==> config.mk <==
export PLATFORM = sky130hd
export DESIGN_NAME = pipe_hazard_ctrl_flat
export DESIGN_NICKNAME = d
export VERILOG_FILES = /design/src/rtl/pipe_hazard_if.sv /design/src/rtl/pipe_hazard_ctrl.sv /design/src/flat_wrapper.sv
export SDC_FILE = /design/constraint.sdc
export NUM_CORES = 1
export LEC_CHECK = 0
export BUFFER_PORTS_ARGS = -buffer_cell sky130_fd_sc_hd__buf_2
export CELL_PAD_IN_SITES_DETAIL_PLACEMENT = 1
export CELL_PAD_IN_SITES_GLOBAL_PLACEMENT = 2
export CORE_UTILIZATION = 19
export CTS_CLUSTER_SIZE = 28
export DETAILED_ROUTE_END_ITERATION = 6
export HOLD_SLACK_MARGIN = 0.03
export PLACE_DENSITY_LB_ADDON = 0.25
export REMOVE_ABC_BUFFERS = 1
export SLEW_MARGIN = 20
export SYNTH_ARGS = -nofsm -noshare
export SYNTH_HDL_FRONTEND = slang
export SYNTH_SLANG_ARGS = --single-unit
==> constraint.sdc <==
create_clock -name clock -period 2.15 [get_ports clock]
set_input_delay 0.1075 -clock clock [delete_from_list [all_inputs] [get_ports clock]]
set_output_delay 0.1075 -clock clock [all_outputs]
set_load 0.01 [all_outputs]
==> src/rtl/pipe_hazard_if.sv <==
// Hazard-controller port bundle: core-side status in, stall/flush/redirect out.
// master = core pipeline side, slave = pipe_hazard_ctrl.
interface pipe_hazard_if #(parameter int REG_AW = 5);
  logic              id_valid, id_fire;
  logic [31:0]       id_pc;
  logic [REG_AW-1:0] id_rs1, id_rs2;
  logic              id_rs1_en, id_rs2_en, id_serial, id_fencei;
  logic              ex_valid, mem_valid, wb_valid;
  logic [REG_AW-1:0] ex_rd, mem_rd, wb_rd;
  logic              ex_wen, mem_wen, wb_wen;
  logic              ex_is_load, mem_load_pend;
  logic              ex_redirect;
  logic [31:0]       ex_redirect_pc;
  logic              wb_trap;
  logic [31:0]       wb_trap_pc;
  logic              icache_flush_done;
  logic              stall_id, flush_id, flush_ex, flush_mem;
  logic              redirect_valid;
  logic [31:0]       redirect_pc;
  logic              icache_flush_req, serial_busy, drain_timeout;

  modport master (
    output id_valid, id_fire, id_pc, id_rs1, id_rs2, id_rs1_en, id_rs2_en,
           id_serial, id_fencei, ex_valid, mem_valid, wb_valid, ex_rd, mem_rd,
           wb_rd, ex_wen, mem_wen, wb_wen, ex_is_load, mem_load_pend,
           ex_redirect, ex_redirect_pc, wb_trap, wb_trap_pc, icache_flush_done,
    input  stall_id, flush_id, flush_ex, flush_mem, redirect_valid,
           redirect_pc, icache_flush_req, serial_busy, drain_timeout
  );

  modport slave (
    input  id_valid, id_fire, id_pc, id_rs1, id_rs2, id_rs1_en, id_rs2_en,
           id_serial, id_fencei, ex_valid, mem_valid, wb_valid, ex_rd, mem_rd,
           wb_rd, ex_wen, mem_wen, wb_wen, ex_is_load, mem_load_pend,
           ex_redirect, ex_redirect_pc, wb_trap, wb_trap_pc, icache_flush_done,
    output stall_id, flush_id, flush_ex, flush_mem, redirect_valid,
           redirect_pc, icache_flush_req, serial_busy, drain_timeout
  );
endinterface

==> src/rtl/pipe_hazard_ctrl.sv <==
// Stall/flush sequencer: RAW stalls, trap/redirect kills, serializing drain FSM.
// Define BYPASS_EN when the datapath has full EX/MEM/WB forwarding.
module pipe_hazard_ctrl #(
  parameter int REG_AW    = 5,
  parameter int DRAIN_MAX = 255
) (
  input  logic         clock,
  input  logic         reset,
  pipe_hazard_if.slave bus
);
  localparam int CW = $clog2(DRAIN_MAX + 1);
  localparam logic [CW-1:0] CMAX = CW'(DRAIN_MAX);

  typedef enum logic [1:0] {S_IDLE, S_DRAIN, S_IFLUSH, S_RESUME} state_t;

  state_t      r_state;
  logic [CW-1:0] r_cnt;
  logic        r_timeout, r_abort;

  function automatic logic f_hit(input logic v, input logic wen,
                                 input logic [REG_AW-1:0] rd,
                                 input logic [REG_AW-1:0] rs1, input logic rs1_en,
                                 input logic [REG_AW-1:0] rs2, input logic rs2_en);
    return v & wen & (rd != '0) & ((rs1_en & (rs1 == rd)) | (rs2_en & (rs2 == rd)));
  endfunction

  logic w_hit_ex, w_hit_mem, w_raw;
  assign w_hit_ex  = f_hit(bus.ex_valid, bus.ex_wen, bus.ex_rd, bus.id_rs1,
                           bus.id_rs1_en, bus.id_rs2, bus.id_rs2_en);
  assign w_hit_mem = f_hit(bus.mem_valid, bus.mem_wen, bus.mem_rd, bus.id_rs1,
                           bus.id_rs1_en, bus.id_rs2, bus.id_rs2_en);

`ifdef BYPASS_EN
  // Forwarding covers everything except data that does not exist yet.
  logic w_unused;
  assign w_unused = &{1'b0, bus.wb_rd, bus.wb_wen};
  assign w_raw = (w_hit_ex & bus.ex_is_load) | (w_hit_mem & bus.mem_load_pend);
`else
  logic w_hit_wb, w_unused;
  assign w_hit_wb = f_hit(bus.wb_valid, bus.wb_wen, bus.wb_rd, bus.id_rs1,
                          bus.id_rs1_en, bus.id_rs2, bus.id_rs2_en);
  assign w_unused = &{1'b0, bus.ex_is_load, bus.mem_load_pend};
  assign w_raw = w_hit_ex | w_hit_mem | w_hit_wb;
`endif

  logic w_kill, w_enter, w_empty, w_resume_fi;
  logic [CW-1:0] w_cnt_inc;
  assign w_kill      = bus.wb_trap | bus.ex_redirect;
  assign w_enter     = (r_state == S_IDLE) & bus.id_valid & bus.id_serial & ~w_kill;
  assign w_empty     = ~bus.ex_valid & ~bus.mem_valid & ~bus.wb_valid;
  assign w_resume_fi = (r_state == S_RESUME) & bus.id_fire & bus.id_fencei & ~w_kill;
  assign w_cnt_inc   = (r_cnt == CMAX) ? r_cnt : r_cnt + CW'(1);

  assign bus.flush_ex       = bus.wb_trap;
  assign bus.flush_mem      = bus.wb_trap;
  assign bus.flush_id       = w_kill | w_resume_fi;
  assign bus.redirect_valid = w_kill | w_resume_fi;
  // fence.i re-fetches its successor: anything fetched before the invalidate is stale.
  assign bus.redirect_pc    = bus.wb_trap     ? bus.wb_trap_pc     :
                              bus.ex_redirect ? bus.ex_redirect_pc :
                              w_resume_fi     ? bus.id_pc + 32'd4  : 32'd0;
  assign bus.stall_id       = ~w_kill & ((r_state == S_DRAIN) | (r_state == S_IFLUSH) |
                                         w_enter | ((r_state == S_IDLE) & w_raw));
  assign bus.icache_flush_req = (r_state == S_IFLUSH);
  assign bus.serial_busy      = (r_state != S_IDLE);
  assign bus.drain_timeout    = r_timeout;

  always_ff @(posedge clock) begin
    if (reset) begin
      r_state   <= S_IDLE;
      r_cnt     <= '0;
      r_timeout <= 1'b0;
      r_abort   <= 1'b0;
    end else begin
      case (r_state)
        S_IDLE: begin
          r_cnt <= '0;
          if (w_enter) r_state <= S_DRAIN;
        end
        S_DRAIN: begin
          if (w_kill) begin
            r_state <= S_IDLE;
            r_cnt   <= '0;
          end else if (w_empty) begin
            r_state <= bus.id_fencei ? S_IFLUSH : S_RESUME;
            r_cnt   <= '0;
          end else begin
            r_cnt <= w_cnt_inc;
            if (w_cnt_inc == CMAX) r_timeout <= 1'b1;
          end
        end
        // The I$ request cannot be withdrawn, so a kill here only marks the abort.
        S_IFLUSH: begin
          if (bus.icache_flush_done) begin
            r_state <= (r_abort | w_kill) ? S_IDLE : S_RESUME;
            r_abort <= 1'b0;
          end else if (w_kill) begin
            r_abort <= 1'b1;
          end
        end
        S_RESUME: begin
          if (w_kill | bus.id_fire) r_state <= S_IDLE;
        end
        default: r_state <= S_IDLE;
      endcase
    end
  end
endmodule
==> src/flat_wrapper.sv <==
// flat-port wrapper written by rule: the top's interface ports become plain ports
module pipe_hazard_ctrl_flat 
#(
  parameter int REG_AW    = 5,
  parameter int DRAIN_MAX = 255
)
  (clock, reset, bus_id_valid, bus_id_fire, bus_id_pc, bus_id_rs1, bus_id_rs2, bus_id_rs1_en, bus_id_rs2_en, bus_id_serial, bus_id_fencei, bus_ex_valid, bus_mem_valid, bus_wb_valid, bus_ex_rd, bus_mem_rd, bus_wb_rd, bus_ex_wen, bus_mem_wen, bus_wb_wen, bus_ex_is_load, bus_mem_load_pend, bus_ex_redirect, bus_ex_redirect_pc, bus_wb_trap, bus_wb_trap_pc, bus_icache_flush_done, bus_stall_id, bus_flush_id, bus_flush_ex, bus_flush_mem, bus_redirect_valid, bus_redirect_pc, bus_icache_flush_req, bus_serial_busy, bus_drain_timeout);
  pipe_hazard_if #(.REG_AW(REG_AW)) bus_i ();
  input  logic clock;
  input  logic reset;
  input wire logic [$bits(bus_i.id_valid)-1:0] bus_id_valid;
  input wire logic [$bits(bus_i.id_fire)-1:0] bus_id_fire;
  input wire logic [$bits(bus_i.id_pc)-1:0] bus_id_pc;
  input wire logic [$bits(bus_i.id_rs1)-1:0] bus_id_rs1;
  input wire logic [$bits(bus_i.id_rs2)-1:0] bus_id_rs2;
  input wire logic [$bits(bus_i.id_rs1_en)-1:0] bus_id_rs1_en;
  input wire logic [$bits(bus_i.id_rs2_en)-1:0] bus_id_rs2_en;
  input wire logic [$bits(bus_i.id_serial)-1:0] bus_id_serial;
  input wire logic [$bits(bus_i.id_fencei)-1:0] bus_id_fencei;
  input wire logic [$bits(bus_i.ex_valid)-1:0] bus_ex_valid;
  input wire logic [$bits(bus_i.mem_valid)-1:0] bus_mem_valid;
  input wire logic [$bits(bus_i.wb_valid)-1:0] bus_wb_valid;
  input wire logic [$bits(bus_i.ex_rd)-1:0] bus_ex_rd;
  input wire logic [$bits(bus_i.mem_rd)-1:0] bus_mem_rd;
  input wire logic [$bits(bus_i.wb_rd)-1:0] bus_wb_rd;
  input wire logic [$bits(bus_i.ex_wen)-1:0] bus_ex_wen;
  input wire logic [$bits(bus_i.mem_wen)-1:0] bus_mem_wen;
  input wire logic [$bits(bus_i.wb_wen)-1:0] bus_wb_wen;
  input wire logic [$bits(bus_i.ex_is_load)-1:0] bus_ex_is_load;
  input wire logic [$bits(bus_i.mem_load_pend)-1:0] bus_mem_load_pend;
  input wire logic [$bits(bus_i.ex_redirect)-1:0] bus_ex_redirect;
  input wire logic [$bits(bus_i.ex_redirect_pc)-1:0] bus_ex_redirect_pc;
  input wire logic [$bits(bus_i.wb_trap)-1:0] bus_wb_trap;
  input wire logic [$bits(bus_i.wb_trap_pc)-1:0] bus_wb_trap_pc;
  input wire logic [$bits(bus_i.icache_flush_done)-1:0] bus_icache_flush_done;
  output wire logic [$bits(bus_i.stall_id)-1:0] bus_stall_id;
  output wire logic [$bits(bus_i.flush_id)-1:0] bus_flush_id;
  output wire logic [$bits(bus_i.flush_ex)-1:0] bus_flush_ex;
  output wire logic [$bits(bus_i.flush_mem)-1:0] bus_flush_mem;
  output wire logic [$bits(bus_i.redirect_valid)-1:0] bus_redirect_valid;
  output wire logic [$bits(bus_i.redirect_pc)-1:0] bus_redirect_pc;
  output wire logic [$bits(bus_i.icache_flush_req)-1:0] bus_icache_flush_req;
  output wire logic [$bits(bus_i.serial_busy)-1:0] bus_serial_busy;
  output wire logic [$bits(bus_i.drain_timeout)-1:0] bus_drain_timeout;
  assign bus_i.id_valid = bus_id_valid;
  assign bus_i.id_fire = bus_id_fire;
  assign bus_i.id_pc = bus_id_pc;
  assign bus_i.id_rs1 = bus_id_rs1;
  assign bus_i.id_rs2 = bus_id_rs2;
  assign bus_i.id_rs1_en = bus_id_rs1_en;
  assign bus_i.id_rs2_en = bus_id_rs2_en;
  assign bus_i.id_serial = bus_id_serial;
  assign bus_i.id_fencei = bus_id_fencei;
  assign bus_i.ex_valid = bus_ex_valid;
  assign bus_i.mem_valid = bus_mem_valid;
  assign bus_i.wb_valid = bus_wb_valid;
  assign bus_i.ex_rd = bus_ex_rd;
  assign bus_i.mem_rd = bus_mem_rd;
  assign bus_i.wb_rd = bus_wb_rd;
  assign bus_i.ex_wen = bus_ex_wen;
  assign bus_i.mem_wen = bus_mem_wen;
  assign bus_i.wb_wen = bus_wb_wen;
  assign bus_i.ex_is_load = bus_ex_is_load;
  assign bus_i.mem_load_pend = bus_mem_load_pend;
  assign bus_i.ex_redirect = bus_ex_redirect;
  assign bus_i.ex_redirect_pc = bus_ex_redirect_pc;
  assign bus_i.wb_trap = bus_wb_trap;
  assign bus_i.wb_trap_pc = bus_wb_trap_pc;
  assign bus_i.icache_flush_done = bus_icache_flush_done;
  assign bus_stall_id = bus_i.stall_id;
  assign bus_flush_id = bus_i.flush_id;
  assign bus_flush_ex = bus_i.flush_ex;
  assign bus_flush_mem = bus_i.flush_mem;
  assign bus_redirect_valid = bus_i.redirect_valid;
  assign bus_redirect_pc = bus_i.redirect_pc;
  assign bus_icache_flush_req = bus_i.icache_flush_req;
  assign bus_serial_busy = bus_i.serial_busy;
  assign bus_drain_timeout = bus_i.drain_timeout;
  pipe_hazard_ctrl #(.REG_AW(REG_AW), .DRAIN_MAX(DRAIN_MAX)) u_core (.clock(clock), .reset(reset), .bus(bus_i));
endmodule
Word-level counts from Yosys, hierarchy flattened
Index checks and enable logic that the tools add are counted.

operators by class
  add/subtract/negate cells = 2
  equality and inequality tests = 15
  muxes and demuxes = 17
  bitwise operators = 42
  reduce and logical (&&, ||, !) cells = 10

operators by type and width
  operator                                       number
  2-to-1 mux 32 bit                              3
  adder 32 x 3 -> 32 bit, second input constant  1
  == test 5 bit                                  6
  AND 1 bit                                      25
  2-to-1 mux 8 bit                               3
  == test 8 bit, second input constant           2
  case mux 8 bit (2 select lines)                1
  nonzero test 5 bit                             3
  2-to-1 mux 2 bit                               6
  bitwise OR 1 bit                               12
  adder 8 x 1 -> 8 bit, second input constant    1
  case mux 2 bit (4 select lines)                1
  AND reduction 4 bit                            2
  nonzero test 2 bit                             3
  inverter 1 bit                                 5
  == test 2 bit, second input constant           2
  != test 2 bit, second input constant           2
  2-to-1 mux 1 bit                               3
  != test 3 x 1 -> 1 bit, second input constant  1
  == test 2 x 1 -> 1 bit, second input constant  1
  zero test 2 bit                                1
  != test 2 x 1 -> 1 bit, second input constant  1
  AND reduction 2 bit                            1

word-level totals
  flip-flop bits (word level) = 12
  input port bits = 140
  output and inout bits = 40
  logic and storage cells = 90

Longest topological paths before layout
Gate-level depths: netlist (run 1).

  word-level depth = 9
  gate-level depth with buffers = 8
  depth with buffers taken out = 7

Worst setup path before layout (run 1)
Ideal clock, no wire load.

  path type = register -> output
  start = register u_core.r_state[0]
  end = output port bus_redirect_pc[10]
  data arrival time = 1.627 ns
  required time = 2.043 ns
  path slack = 0.416 ns
  stages on the path, launching flop included = 8
  path buffers = 1
  path through = dfxtp_1 -> ha_1 -> nand3_1 -> or3_1 -> clkbuf_1 -> a21oi_1 -> a21oi_1 -> o21ai_0

between the ends
  longest elaborated chain between the ends = 7

ends and longest elaborated chain
  element                  line                    RTL
  start, declared          pipe_hazard_ctrl.sv:16  state_t r_state;
  start signal, assigned   pipe_hazard_ctrl.sv:85  r_state <= bus.id_fencei ? S_IFLUSH : S_RESUME;
  start signal, assigned   pipe_hazard_ctrl.sv:95  r_state <= (r_abort | w_kill) ? S_IDLE : S_RESUME;
  == test 2 bit            pipe_hazard_ctrl.sv:51  assign w_resume_fi = (r_state == S_RESUME) & bus.id_fire & bus.id_fencei & ~w_kill;
  AND 1 bit (3 in series)  pipe_hazard_ctrl.sv:51
  2-to-1 mux 32 bit        pipe_hazard_ctrl.sv:61  w_resume_fi ? bus.id_pc + 32'd4 : 32'd0;
  2-to-1 mux 32 bit        pipe_hazard_ctrl.sv:60  bus.ex_redirect ? bus.ex_redirect_pc :
  2-to-1 mux 32 bit        pipe_hazard_ctrl.sv:59  assign bus.redirect_pc = bus.wb_trap ? bus.wb_trap_pc :
  end, declared            flat_wrapper.sv:41      output wire logic [$bits(bus_i.redirect_pc)-1:0] bus_redirect_pc;

Every way passes these cells.

Worst setup path after layout (run 1)
  start = register u_core.r_state[1]
  end = output port bus_redirect_pc[19]

The elaborated chain is that of the path after synthesis.

==> results of run 1 <==
[where the power goes]
group	leakage (nW)	switching (mW)	internal (mW)
logic	1.44	0.289	0.247
registers	0.0972	0.00556	0.229
clock network	0.0370	0.102	0.243
[flip-flops by register name, indices dropped and copies added (netlist names)]
signal / flops
u_core.bus.drain_timeout: 1
u_core.r_cnt: 8
u_core.r_abort: 1
u_core.r_state: 2
[synth_stat cells, types with 2 or more instances]
cell / instances / area (um^2)
a211oi_1: 2 / 15.01
nor3_1: 6 / 30.03
o21ai_0: 34 / 170.2
nor2b_1: 3 / 18.77
buf_4: 3 / 22.52
ha_1: 6 / 75.07
xor2_1: 39 / 341.6
a21oi_1: 23 / 115.1
xnor2_1: 20 / 175.2
nor2_1: 21 / 78.83
and2_1: 3 / 18.77
nand2_1: 31 / 116.4
clkbuf_1: 13 / 48.80
buf_2: 2 / 10.01
or3_1: 2 / 12.51
inv_1: 13 / 48.80
and3_1: 6 / 37.54
a22oi_1: 22 / 165.2
a2bb2oi_1: 2 / 17.52
o211ai_1: 4 / 30.03
or4_1: 3 / 22.52
nand3_1: 25 / 125.1
nand4_1: 4 / 25.02
nor4_1: 7 / 43.79
nand3b_1: 2 / 15.01
dfxtp_1: 12 / 240.2
a221oi_1: 3 / 26.28
o21ai_1: 3 / 15.01
[cell families after synthesis]
group / share of synthesized area (%)
and+or+nand+nor: 28.27
adders and majority gates: 3.268
muxes: 0.9259
AOI/OAI and AO/OA: 28.76
xor gates and xnor gates: 22.49
DFF: 10.46
buffers and inverters: 5.828
[metal layers]
metal	global-route usage, %	vias up
li1	-	1580
met1	19.48	1444
met2	28.86	126
met3	3.266	6
met4	2.222	0
met5	0	-
[cell type report]
class                   count  area [um^2]
flip-flops and latches     12        241.5
fillers                  1499         8158
repair buffers            189        975.9
clock buffers               3        75.07
multi-input cells         294         1936
well taps                 143        178.9
inverters                  13        48.80
[final timing paths]
kind | startpoint | end | slack, ps | cells past startpoint
hold reg to reg | u_core.bus.drain_timeout | u_core.bus.drain_timeout | 480 | 1
setup / recovery | u_core.r_state[1] | bus_redirect_pc[19] | 100 | 7
setup reg to reg | u_core.r_cnt[0] | u_core.bus.drain_timeout | 280 | 6
hold / removal | bus_icache_flush_done | u_core.r_abort | 60 | 2
[stage by stage]
step / utilization [%] / setup WS, ps / instance area, um^2 / instances / power (mW)
3_3_place_gp: 28.99 / 211.9 / 3367 / 651 / 0.7699
6_report: 29.76 / 97.60 / 3456 / 654 / 1.115
2_1_floorplan: - / 327.0 / 2212 / 319 / 0.4642
5_1_grt: 29.76 / 13.81 / 3456 / 654 / 1.197
4_1_cts: 29.68 / 1.734 / 3447 / 654 / 1.132
3_5_place_dp: 28.99 / 174.8 / 3367 / 651 / 0.7780
==> results.md, run 1 <==
Global routing:
- The maximum number of pins on one net before global-route repair is 51.
- For this run the aggregate overflow at the end of global routing stands at 0.
- The number of global-route vias before repair was 3257.
- The total routing resource utilization after global routing is 15.84%.
- The number of antenna violations at the first check in global routing is 0.
- The first global-routing pass estimated 16260 um of wire.

Final layout:
- In the layout the commonest cells are 177 x buf_2, 39 x xor2_1, 33 x o21ai_0, 31 x nand2_1, 24 x nand3_1.
- The fraction of layout cells with a size suffix above 1 is 39.73%.
- The commonest non-fill, non-tap cell in the layout is buf_2.
- 0 antenna diodes ended up in the layout.
- The post-synthesis to final-layout area growth is 50.44%.
- After the last flow step, the layout net total stands at 659.

Placement:
- The count of port buffers added during placement is 177.
- The HPWL reported at the end of detailed placement is 8576 um.
- The final estimated routing congestion in global placement is 0.8138.

Floorplanning:
- The die footprint is 12530 um^2.
- The core region is 11610 um^2.
- The I/O pin count is 180.
- The floorplan row count is 39.
- Once the floorplan was initialized, standard cells occupied 19.78% of the core.
- The floorplan step set the die width to 112.0 um.
- In this run the vertical extent of the chip is around 110 um.

Routing:
- For this block, the routed nets add up to 10160 um of wire.
- The average wire per standard cell is roughly 16 um.
- The wire length on met3 is around 810 um.
- The number of detailed-routing iterations run before antenna repair is 7.
- The routed layout has 3156 vias.
- The number of design rule violations left after detail routing is 20.
- In the detailed route, the total length drawn on met2 is 4971 um.
- In the final routing, the length of wire on met1 measures 4317 um.
- Signal routing reaches up to met4.
- Once detail routing completed, the nets flagged for antenna violations numbered 0.
- In the routed layout, each cell is associated on average with a via count of 4.826.
- The iteration-0 DRC count of the detailed router is 90.

Status:
- The final reports fail on design-rule violations.
- The run finished, with violations left.

Run:
- The number of violations of the max-capacitance limit is 0.

Setup path:
- The kind of start point of the critical path is a flip-flop.
- At the worst endpoint, the arrival time is 1940 ps.
- Data on the critical path is required at its endpoint by 2040 ps.
- Counting both buffers and inverters, the worst setup path holds a total of 2.
- The worst-path maximum fanout is 18.
- The slowest stage of the critical path belongs to the cell or3_4.
- The endpoint kind of the worst setup timing path is an output port.
- Walking the worst path, the cells encountered are ha_1 > nand3_2 > or3_4 > buf_4 > a2bb2oi_1 > o21ai_1 > buf_2.
- The setup path with the least slack is of type reg2out.
- The worst stage delay on the critical path is ~380 ps.
- The family with the most delay on the worst path is simple AND/OR/NAND/NOR gates.

Clock tree:
- For this design, the sink count on the clock tree is 12.
- The total of cells resized after clock tree synthesis is 2.
- TritonCTS built the clock tree.
- The number of hold buffers added after CTS was 0.
- The total number of H-tree levels is 1.
- The tree is rooted in a clkbuf_16.
- Clock latency on the worst-skew pair, taken at its later pin, is 240 ps.
- The post-CTS setup-driven buffer insertion count is 0.
- The clock buffer count from CTS is 3.
- Counting along the longest clock path gives a buffer depth of 2.
- The clock transition time at the flip-flop clock pins of the worst setup and hold paths is 40 ps.

STA:
- The count of endpoints failing hold in the final timing report is 0.
- For the pin with the worst max-slew slack, the measured transition is about 560 ps.
- The count of final setup violators is 0.
- Setup repair after global routing left no endpoint under its margin.
- The clock tree skew after final layout is 2.533 ps.
- The highest attainable clock frequency is 487.2 MHz.
- The max-slew violation count is 0.
- Final hold analysis gives a worst-case slack of 62.10 ps.
- The worst relative slew slack is 62.61%.
- The post-route fraction of the period consumed by the critical path is 95.46%.
- The clock period minus final worst setup slack is 2052 ps.
- The sum of negative setup slack is 0 ps.

Synth:
- For this run, the number of Yosys warnings is 0.
- Sequential cells were found to cover 10.46% of the synthesized design area.
- The count of flip-flops with a built-in enable after synthesis is 0.
- The summed instance area of the synthesized netlist is 2297 um^2.
- The predominant post-synthesis flop cell is dfxtp_1.
- In the synthesized netlist, the number of instances is 338.
- Dividing the synthesized area by the synthesized cell count gives 6.796 um^2.
- Of all flip-flops after synthesis, the portion carrying an async set or reset was 0%.
- The number of flip-flops and latches in the synthesized netlist is 12.
- The count of distinct cell types in the synthesized netlist is 52.

Pwr:
- The analysis attributes to cell leakage a power of 1.570 nW.
- Across the VDD grid, the largest voltage drop is just under 0.0003 V.
- Dividing total power by cell area gives a power density of 322.8 nW/um^2.

Worst hold path:
- The path category of the worst min-delay check is in2reg.
No activity file was read; power rests on OpenSTA's default activity.
==> inputs of run 2 (changes only) <==
Settings changed: ABC_AREA from default to 1.
==> run 2 against run 1 <==
Against the previous run: largest power group unchanged; die area grew 27%; global-route usage grew 0.44 points; combinational power grew 10%; synthesized area grew 28%; critical endpoint is now bus_redirect_pc[11]; worst hold slack gained 100 ps; clock power shrank 2%; sequential cell count is the same; fmax grew 5.2%; the flow now finishes without violations; utilization shrank 2.5 points; clock-buffer cell count is the same.
==> results.md, run 2 <==
Status:
- The run finished with clean final reports.

Placement:
- The final estimated routing congestion in global placement is 0.7981 (-1.9%).
- The cell count after placement is 940 (+44%).
- The HPWL reported at the end of detailed placement was 11280 um (+32%).
- The count of port buffers added during placement is 177 (unchanged).

Routing:
- The total wire length came to 13210 um (+30%).
- The number of design rule violations left after detail routing is 0 (-100%).
- The number of detailed-routing iterations run before antenna repair came to 4 (-3).
- The final antenna-violating net count is 0 (unchanged).
- The iteration-0 DRC count of the detailed router is 116 (+29%).
- The average wire per standard cell was 13.98 um (-10%).
- The detailed-route via count is 4326 (+37%).
- The number of vias per cell is 4.578 (-5.1%).

Floorplanning:
- The initial core utilization is 19.38% (-0.40 points).
- The floorplan row count was 45 (+15%).
- The standard cell core area was 15150 um^2 (+30%).
- The die footprint is 15950 um^2 (+27%).
- The die extent in y is 126.3 um (+13%).
- The I/O pin count is 180 (unchanged).
- The horizontal extent of the die is 126.3 um (+13%).

Synth:
- In the post-synthesis netlist, the biggest area contributors are nand2_1 22%, a21oi_1 13%, nor2_1 12%.
- The count of distinct cell types in the synthesized netlist is 33 (-37%).
- The cell with the most instances after synthesis is nand2_1.
- The number of flip-flops and latches in the synthesized netlist came to 12 (unchanged).
- The per-instance average area after synthesis is 4.984 um^2 (-27%).
- The summed instance area of the synthesized netlist is 2935 um^2 (+28%).
- The sequential element share of the synthesized area is 8.184% (-2.3 points).
- By count the netlist is led by 175 x nand2_1, 93 x nor2_1, 79 x a21oi_1, 66 x inv_1, 51 x nand3_1.
- The area fraction of the dominant cell type after synthesis is 22.38% (+7.5 points).
- The predominant post-synthesis flop cell is dfxtp_1.
- The number of standard cells after synthesis is 589 (+74%).
- The share of synthesized registers carrying an async set or reset is 0% (unchanged).
- The number of warnings issued by yosys came to 0 (unchanged).
- The count of flip-flops with a built-in enable after synthesis is 0 (unchanged).
- The synthesized design spends more area on one cell type than any other, namely nand2_1.

Global routing:
- The total routing resource utilization after global routing is 16.28% (+0.44 points).
- The number of global-route vias before repair is 4448 (+37%).
- The maximum number of pins on one net before global-route repair was 33 (-35%).
- The total grt overflow is 0 (unchanged).
- The wire length of the first global-routing pass is 21510 um (+32%).
- The number of antenna violations at the first check in global routing is 0 (unchanged).

Final layout:
- The fraction of layout cells with a size suffix above 1 came to 28.67% (-11 points).
- The post-synthesis to final-layout area growth is 40.75%.
- The number of flip-flops under the largest register name is 8 (unchanged).
- The flip-flop and latch area is 240.2 um^2 (-0.52%).
- The post-layout instance count excluding filler cells is 945 (+44%).
- The combined area of the multi-input logic cells was 2341 um^2 (+21%).
- The number of diodes is 0 (unchanged).
- The commonest non-fill, non-tap cell in the layout is buf_2.
- The number of filler cells placed in the layout is 2094 (+40%).
- The register with the most flip-flops is u_core.r_cnt.
- Leaving out fill and tap cells, the most frequent cells in the layout are 177 x buf_2, 175 x nand2_1, 93 x nor2_1, 79 x a21oi_1, 66 x inv_1.
- The net total in the final layout was 905 (+37%).
- The largest registers in the layout are u_core.r_cnt x8, u_core.r_state x2.

Setup path:
- The endpoint kind of the worst setup timing path is an output port.
- The worst setup path is launched from a flip-flop.
- The worst-path maximum fanout was 16 (-2).
- The path type of the worst setup path is reg2out.
- The critical path data arrival time is 1840 ps (-100 ps).
- The worst-case reg-to-reg path depth is 9 (+3).
- The critical path required time came to 2040 ps (about the same).

Clock tree:
- The clock buffer count from CTS is 3 (unchanged).
- The clock transition time at the flip-flop clock pins of the worst setup and hold paths came to 40 ps (about the same).
- The insertion delay of the later-clocked pin in the worst-skew pair is 240 ps (about the same).
- TritonCTS built the clock tree.
- The clock sink total came to 12 (unchanged).
- The buffer depth of the longest clock path is 2 (unchanged).
- The tree is rooted in a clkbuf_16.
- The total number of H-tree levels was 1 (unchanged).
- The post-cts hold buffer count came to 0 (unchanged).

STA:
- The slew of the pin with the lowest slew margin is 611.8 ps (+55.23 ps).
- The max-slew violation count is 0 (unchanged).
- The count of final setup violators is 0 (unchanged).
- The clock period minus final worst setup slack is 1950 ps (-101.9 ps).
- The highest attainable clock frequency was 512.7 MHz (+5.2%).
- The worst relative slew slack came to 59.06% (-3.6 points).
- The sum of negative setup slack was 0 ps (unchanged).
- The post-route fraction of the period consumed by the critical path is 90.72% (-4.7 points).
- The count of endpoints failing hold in the final timing report is 0 (unchanged).
- The clock tree skew after final layout is 4.392 ps (+1.859 ps).
- Setup repair after global routing left no endpoint under its margin.

Pwr:
- The maximum resistive drop on vdd was 0.0001747 V (-40%).
- The static power due to leakage is 2.078 nW (+32%).
- The ratio of total power to cell area was 280.5 nW/um^2 (-13%).

Run:
- The number of violations of the max-capacitance limit is 0 (unchanged).

Worst hold path:
- The number of stages on the worst hold path came to 4 (+2).
- The path category of the worst min-delay check is in2reg.
==> run 2: cell types whose count changed after synthesis, sizes merged, moves of 8 or more <==
cell and delta:
a21oi +58, a22oi -22, inv +57, nand2 +151, nand3 +27, nor2 +81
nor4 -8, o21ai -19, xnor2 -19, xor2 -37
==> run 2: kinds of logic after synthesis <==
family	share of synthesized area (%)
adders and majority gates	2.557
and+or+nand+nor	55.33
AOI/OAI and AO/OA	20.97
xor gates and xnor gates	0.8953
DFF	8.184
buffers and inverters	12.06
==> run 2: critical path, cell delays in order (launching register included) <==
cell	delay [ps]
dfxtp_1	380
ha_1	200
nand3_1	150
nor2_4	160
buf_12	170
o21a_1	130
o21ai_0	110
a21oi_1	160
buf_2	150
==> run 2: layer usage <==
metal  vias to the layer above  global-route usage (%)  wire length, um
met1                      1988                   20.55             6104
met3                         2                   1.561              497
li1                       2234                       -                -
met4                         0                  0.8505               12
met5                         -                       0                0
met2                       102                   31.00             6596
==> run 2: through the flow <==
step	utilization, %	worst slack [ps]	area [um^2]	power (mW)	hold WS (ps)
6_report	27.28	199.5	4131	1.159	165.0
5_1_grt	27.28	56.52	4131	1.259	226.0
4_1_cts	27.06	82.61	4099	1.177	171.4
3_5_place_dp	26.57	349.5	4024	0.8336	416.5
3_3_place_gp	26.57	435.0	4024	0.8188	411.0
2_1_floorplan	-	482.9	2848	0.5140	169.9
==> run 2: power by group <==
part | internal [mW] | switching, mW
Sequential | 0.227 | 0.00462
Clock | 0.242 | 0.0949
Combinational | 0.239 | 0.351
==> run 2: path summary, 6_finish.rpt <==
| path | start | to | slack (ps) |
|---|---|---|---|
| min | bus_icache_flush_done | u_core.r_abort | 170 |
| min reg2reg | u_core.bus.drain_timeout | u_core.bus.drain_timeout | 460 |
| max reg2reg | u_core.r_cnt[0] | u_core.bus.drain_timeout | 560 |
| max | u_core.r_state[0] | bus_redirect_pc[11] | 200 |
==> run 2: layout make-up <==
class,count,area share [%]
clock buffers,3,1.817
inverters,71,6.451
multi-input cells,488,56.66
flip-flops and latches,12,5.815
well taps,188,5.694
repair buffers,183,23.56
==> run 2: repair_timing <==
item,in CTS,in global routing
resized for setup,0,0
endpoints found under the setup margin,0,2
setup buffers,0,1
